<file path="config.mk">
export PLATFORM = sky130hd
export DESIGN_NAME = prf_free_list
export DESIGN_NICKNAME = d
export VERILOG_FILES = /design/src/rtl/prf_free_list.sv
export SDC_FILE = /design/constraint.sdc
export NUM_CORES = 1
export LEC_CHECK = 0
export CELL_PAD_IN_SITES_DETAIL_PLACEMENT = 1
export CELL_PAD_IN_SITES_GLOBAL_PLACEMENT = 2
export CORE_MARGIN = 2
export CORE_UTILIZATION = 40
export DETAILED_ROUTE_END_ITERATION = 16
export GPL_TIMING_DRIVEN = 1
export PLACE_DENSITY_LB_ADDON = 0.12
export RECOVER_POWER = 50
export SYNTH_ARGS = -nofsm -noshare
export SYNTH_HDL_FRONTEND = slang
export SYNTH_SLANG_ARGS = --single-unit
</file>
<file path="constraint.sdc">
create_clock -name clk -period 11.75 [get_ports clk]
set_clock_uncertainty 0.05 [all_clocks]
set_input_delay 2.35 -clock clk [delete_from_list [all_inputs] [get_ports clk]]
set_output_delay 2.35 -clock clk [all_outputs]
set_load 0.02 [all_outputs]
</file>
<file path="src/rtl/prf_free_list.sv">
// prf_free_list: circular free list of physical register numbers with speculative and retired heads
module prf_free_list #(
  parameter int PRF_DEPTH     = 64,
  parameter int ARF_DEPTH     = 32,
  parameter int MACHINE_WIDTH = 4,
  parameter int PRF_WIDTH     = $clog2(PRF_DEPTH),
  parameter int FL_DEPTH      = PRF_DEPTH - ARF_DEPTH
) (
  input  logic                     clk,
  input  logic                     rst_n,
  input  logic                     pipe_flush,
  output logic [PRF_WIDTH-1:0]     free_prn [MACHINE_WIDTH],
  output logic [MACHINE_WIDTH-1:0] free_prn_valid,
  input  logic [MACHINE_WIDTH-1:0] free_prn_ready,
  input  logic [PRF_WIDTH-1:0]     release_prn [MACHINE_WIDTH],
  input  logic [MACHINE_WIDTH-1:0] release_valid,
  input  logic [MACHINE_WIDTH-1:0] commit_alloc_valid,
  output logic [PRF_WIDTH:0]       num_free,
  output logic                     overflow_err
);
  localparam int IW = $clog2(FL_DEPTH);
  localparam int PW = IW + 1;
  localparam int CW = $clog2(MACHINE_WIDTH + 1);
  logic [PRF_WIDTH-1:0]     mem [FL_DEPTH];
  logic [PW-1:0]            head, arch_head, tail, count, head_n, arch_head_n, tail_n;
  logic [CW-1:0]            alloc_cnt, rel_cnt, commit_cnt;
  logic [CW-1:0]            rel_off [MACHINE_WIDTH];
  logic [MACHINE_WIDTH-1:0] acc;
  logic [PW:0]              after;
  logic                     started, run, prefix_err, drop, arch_err;
  assign count    = tail - head;
  assign num_free = (PRF_WIDTH+1)'(count);
  // offers come straight from registered state; nothing offered before the first edge or during flush
  always_comb begin
    for (int i = 0; i < MACHINE_WIDTH; i++) begin
      free_prn[i]       = mem[IW'(head + PW'(i))];
      free_prn_valid[i] = started && (count > PW'(i)) && !pipe_flush;
    end
  end
  // lane counts, release compaction offsets, next pointers and error detection
  always_comb begin
    acc        = free_prn_valid & free_prn_ready;
    alloc_cnt  = '0;
    rel_cnt    = '0;
    commit_cnt = '0;
    run        = 1'b1;
    prefix_err = 1'b0;
    for (int i = 0; i < MACHINE_WIDTH; i++) begin
      run        = run & acc[i];
      prefix_err = prefix_err | (acc[i] & !run);
      alloc_cnt  = alloc_cnt + CW'(run);
      rel_off[i] = rel_cnt;
      rel_cnt    = rel_cnt + CW'(release_valid[i]);
      commit_cnt = commit_cnt + CW'(commit_alloc_valid[i]);
    end
    after       = {1'b0, count} - (PW+1)'(alloc_cnt) + (PW+1)'(rel_cnt);
    drop        = after > (PW+1)'(FL_DEPTH);
    arch_head_n = arch_head + PW'(commit_cnt);
    head_n      = pipe_flush ? arch_head_n : head + PW'(alloc_cnt);
    tail_n      = drop ? tail : tail + PW'(rel_cnt);
    arch_err    = (tail_n - arch_head_n) > PW'(FL_DEPTH);
  end
  // pointer, storage and sticky-error update; reset refills the list with the unmapped PRNs
  always_ff @(posedge clk or negedge rst_n) begin
    if (!rst_n) begin
      for (int k = 0; k < FL_DEPTH; k++) mem[k] <= PRF_WIDTH'(ARF_DEPTH + k);
      head         <= '0;
      arch_head    <= '0;
      tail         <= PW'(FL_DEPTH);
      started      <= 1'b0;
      overflow_err <= 1'b0;
    end else begin
      for (int i = 0; i < MACHINE_WIDTH; i++)
        if (release_valid[i] && !drop) mem[IW'(tail + PW'(rel_off[i]))] <= release_prn[i];
      head         <= head_n;
      arch_head    <= arch_head_n;
      tail         <= tail_n;
      started      <= 1'b1;
      overflow_err <= overflow_err | prefix_err | drop | arch_err;
    end
  end
endmodule

</file>
==> run summary <==
The clock transition at the registers of the reported paths is around 0.06 ns. Of all nets on the critical path, the largest fanout is 25. The number of synthesized register bits is 212. The die outline height is 242 um. Setup repair after global routing left no endpoint under its margin. Summing the areas of all and, or, nand and nor instances in the mapped netlist gives ~15% of the synthesized area. The area of the die came out at roughly 0.059 mm2.

Of the cells placed in the final design, the portion with a size suffix greater than 1 is a little under a quarter. At the end of routability-driven placement, the weighted congestion stood at 1.04. After detailed placement, the design holds a cell count of 2,968. The mean instance size in the synthesized netlist is about 10 um2. The final number of hold-violating endpoints is 0.

Compared with the post-synthesis result, the final layout area differs by 10.2%. In this run the critical register-to-register path is launched from head[0]. TritonCTS built the clock tree. The overall routing resource usage came out at 43.7%. The register-to-register setup slack is ~1.8 ns. The biggest area consumer among synthesized cells is mux4_2. Setup violations remaining at the end of the flow were counted as 0. The final critical path takes up 84.8% of the cycle.

The maximum number of buffers from clock root to sink came out at 3. The number of sinks on the clock net came out at 212. The die is 242 um wide. After synthesis, the share of cell area in mux cells is 27.4%. The number of vias in the routed layout is 24,400.

The post-synthesis cell type count is 84. The worst hold path passes through 2 cells. The worst hold path begins at mem[71].

Of the total synthesized cell area, the portion taken by full adders, half adders and majority gates is 3.70%. The delay of the slowest critical-path stage came out at 1.43 ns. The count of cells resized by post-cts repair is 0. Summing the areas of all compound-gate instances in the mapped netlist gives 23.0% of the synthesized area.

The worst setup path is captured at a flop. The number of global-route vias before repair came out at 24,000. The total congestion overflow is 0. The worst hold path class is flop to flop.

Detailed placement finished with a half-perimeter wire length of 89,400 um. The initial antenna violation count is 11. In this run the number of H-tree levels came out at 1.

The data arrival time at the worst-slack endpoint came out at 10.40 ns. The number of fill cells in the layout is 6,227. The net count of the finished layout came out at roughly 2,300. Sorting the synthesized cells by how often they occur yields mux4_2, nor2_1, clkbuf_1, nand2_1, dfstp_2. The first-pass GRT wire length is roughly 180,000 um. The final core utilization came out at 44.4%.

The worst pin sits at a relative slew slack of -291%. The critical path startpoint category is a flop. The initial utilization of the core area, before any placement, comes to between 40% and 50%. The sequential share of the synthesized area came out at 24.1%.

In this run the clock root is driven by a clkbuf_16. Counting the buffers created by CTS gives 30. The path with the worst hold slack has its endpoint at mem[71].

The number of cells produced by synthesis came out at 2,307. The worst endpoint required time came out at 12.19 ns. Subtracting the final worst setup slack from the clock period gives 9.96 ns. The worst-skew pair later-pin latency is 0.61 ns.

The first routing iteration left 3,876 violations. The floorplan row count is 87. After detailed routing, the average wire length per cell comes to ~43 um. The max-slew violation count came out at 177. The number of hold buffers added after CTS came out at 0. For this design, the slowest cell found on the critical path is dfrtp_1. The number of enable-type register cells in the synthesized netlist is 0. Across the run, the number of max-cap violations was 3. The final reports fail on max-capacitance violations, max-slew violations. The number of setup buffers added after CTS came out at 0. The most frequently used cell type in the post-synthesis netlist is mux4_2. The post-synthesis share of cell area spent on xor and xnor gates is 1.76%. The actual slew at the worst max-slew pin is 5.86 ns. The main combinational cell family by area after synthesis is multiplexers. The share of synthesized area in the top cell type comes to 23.9%. The post-synthesis async set-or-reset flop share came out at 100%. For this block, the routed nets add up to 131,000 um of wire. The post-synthesis net count came out at 2,404. Ranked by total cell area, the synthesized netlist is headed by mux4_2, dfstp_2, dfrtp_1, nor2_1, a221oi_1. The cell area after synthesis came out at 0.0226 mm2. The remaining routing DRC violations came out at 0. The most numerous cell type found on the critical path is ha_1. Dividing the detail-routed via count by the number of cells gives 8.04.

The final cell count without fillers is 3,028. Summed over all failing endpoints, the final setup total negative slack is 0 ns. The flow ran to the end, but the final reports show violations. The depth of the worst register-to-register path is 33. The number of top-level pins is 75. The maximum clock frequency came out at 0.100 GHz. In this run the critical register-to-register path is captured at overflow_err.

The number of port buffers is 73. The first-pass iteration count of the detailed router is 8. The largest net degree at the start of global routing is 97.

The core outline area is ~0.056 mm2. The start-to-end type of the worst setup path is flop to flop. The count of yosys warnings during synthesis is 0. The post-detailed-route count of antenna-violating nets came out at 0. For this run, the leading register cell type out of synthesis is dfstp_2.
-- routing by layer --
metal / track usage (%) / up-vias / routed length, um
li1: - / 9174 / -
met1: 55.5 / 12400 / 46700
met4: 27.3 / 10 / 10100
met3: 16.2 / 577 / 19500
met5: 0.408 / - / 96
met2: 62.9 / 2159 / 54400
-- state kept, by name, summed over array words and instances (netlist names) --
name          count
head              6
overflow_err      1
mem             192
arch_head         6
started           1
tail              6
-- cell families after synthesis --
kind of cell | count (synthesis)
buf+inv | 296
flops | 212
mux | 318
compound gates | 702
other cells | 2
xor+xnor | 44
fa+ha+maj | 58
simple gates | 675
-- cells in the final DEF (no fill, tap or decap), types with 31 or more instances in the layout --
master / count
a211oi_1: 67
a21oi_1: 93
a221o_1: 43
a221oi_1: 73
a22oi_1: 69
and3_1: 51
buf_4: 66
clkbuf_16: 31
clkdlybuf4s50_1: 63
dfrtp_1: 98
dfstp_2: 113
ha_1: 42
inv_1: 59
mux2i_1: 55
mux4_2: 240
nand2_1: 122
nand3_1: 69
nor2_1: 224
nor3_1: 90
o21ai_0: 70
o22ai_1: 67
o32ai_1: 70
-- cell type report --
class,count,area [um2],area share (%)
diodes,4,10.0,0.0401
clock buffers,40,850,3.40
clock inverters,16,215,0.862
inverters,61,229,0.917
multi-input cells,1799,16000,64.3
flip-flops and latches,212,5450,21.8
well taps,756,946,3.79
repair buffers,140,1210,4.86
-- how the worst max path moves through the flow --
stage,endpoint,cells past startpoint,slack [ns],from
3_3_place_gp,overflow_err,29,2.22,pipe_flush
4_1_cts,overflow_err,38,2.49,head[2]
5_1_grt,mem[61],3,1.24,rst_n
2_1_floorplan,overflow_err,42,2.39,head[1]
3_5_place_dp,overflow_err,29,1.94,pipe_flush
6_report,overflow_err,33,1.79,head[0]
-- worst max-delay path: cells and delay by family, from the launching register on --
family / cells / cell delay, ns
fa+ha+maj: 9 / 3.26
compound gates: 10 / 2.41
simple gates: 7 / 1.65
flops: 1 / 1.43
xor+xnor: 4 / 0.80
buf+inv: 3 / 0.19
-- stage by stage --
step	worst slack [ns]	cell area [um2]	hold slack, ns
after detailed placement	1.94	23900	0.470
after floorplan	2.39	22600	0.424
after global placement	2.22	23900	0.460
final	1.79	25000	0.474
after CTS	2.49	25000	0.476
after global routing	1.24	24900	0.499
Power is not shown: default switching activity piles up to over one toggle a cycle in this logic, so the estimate is an artifact.
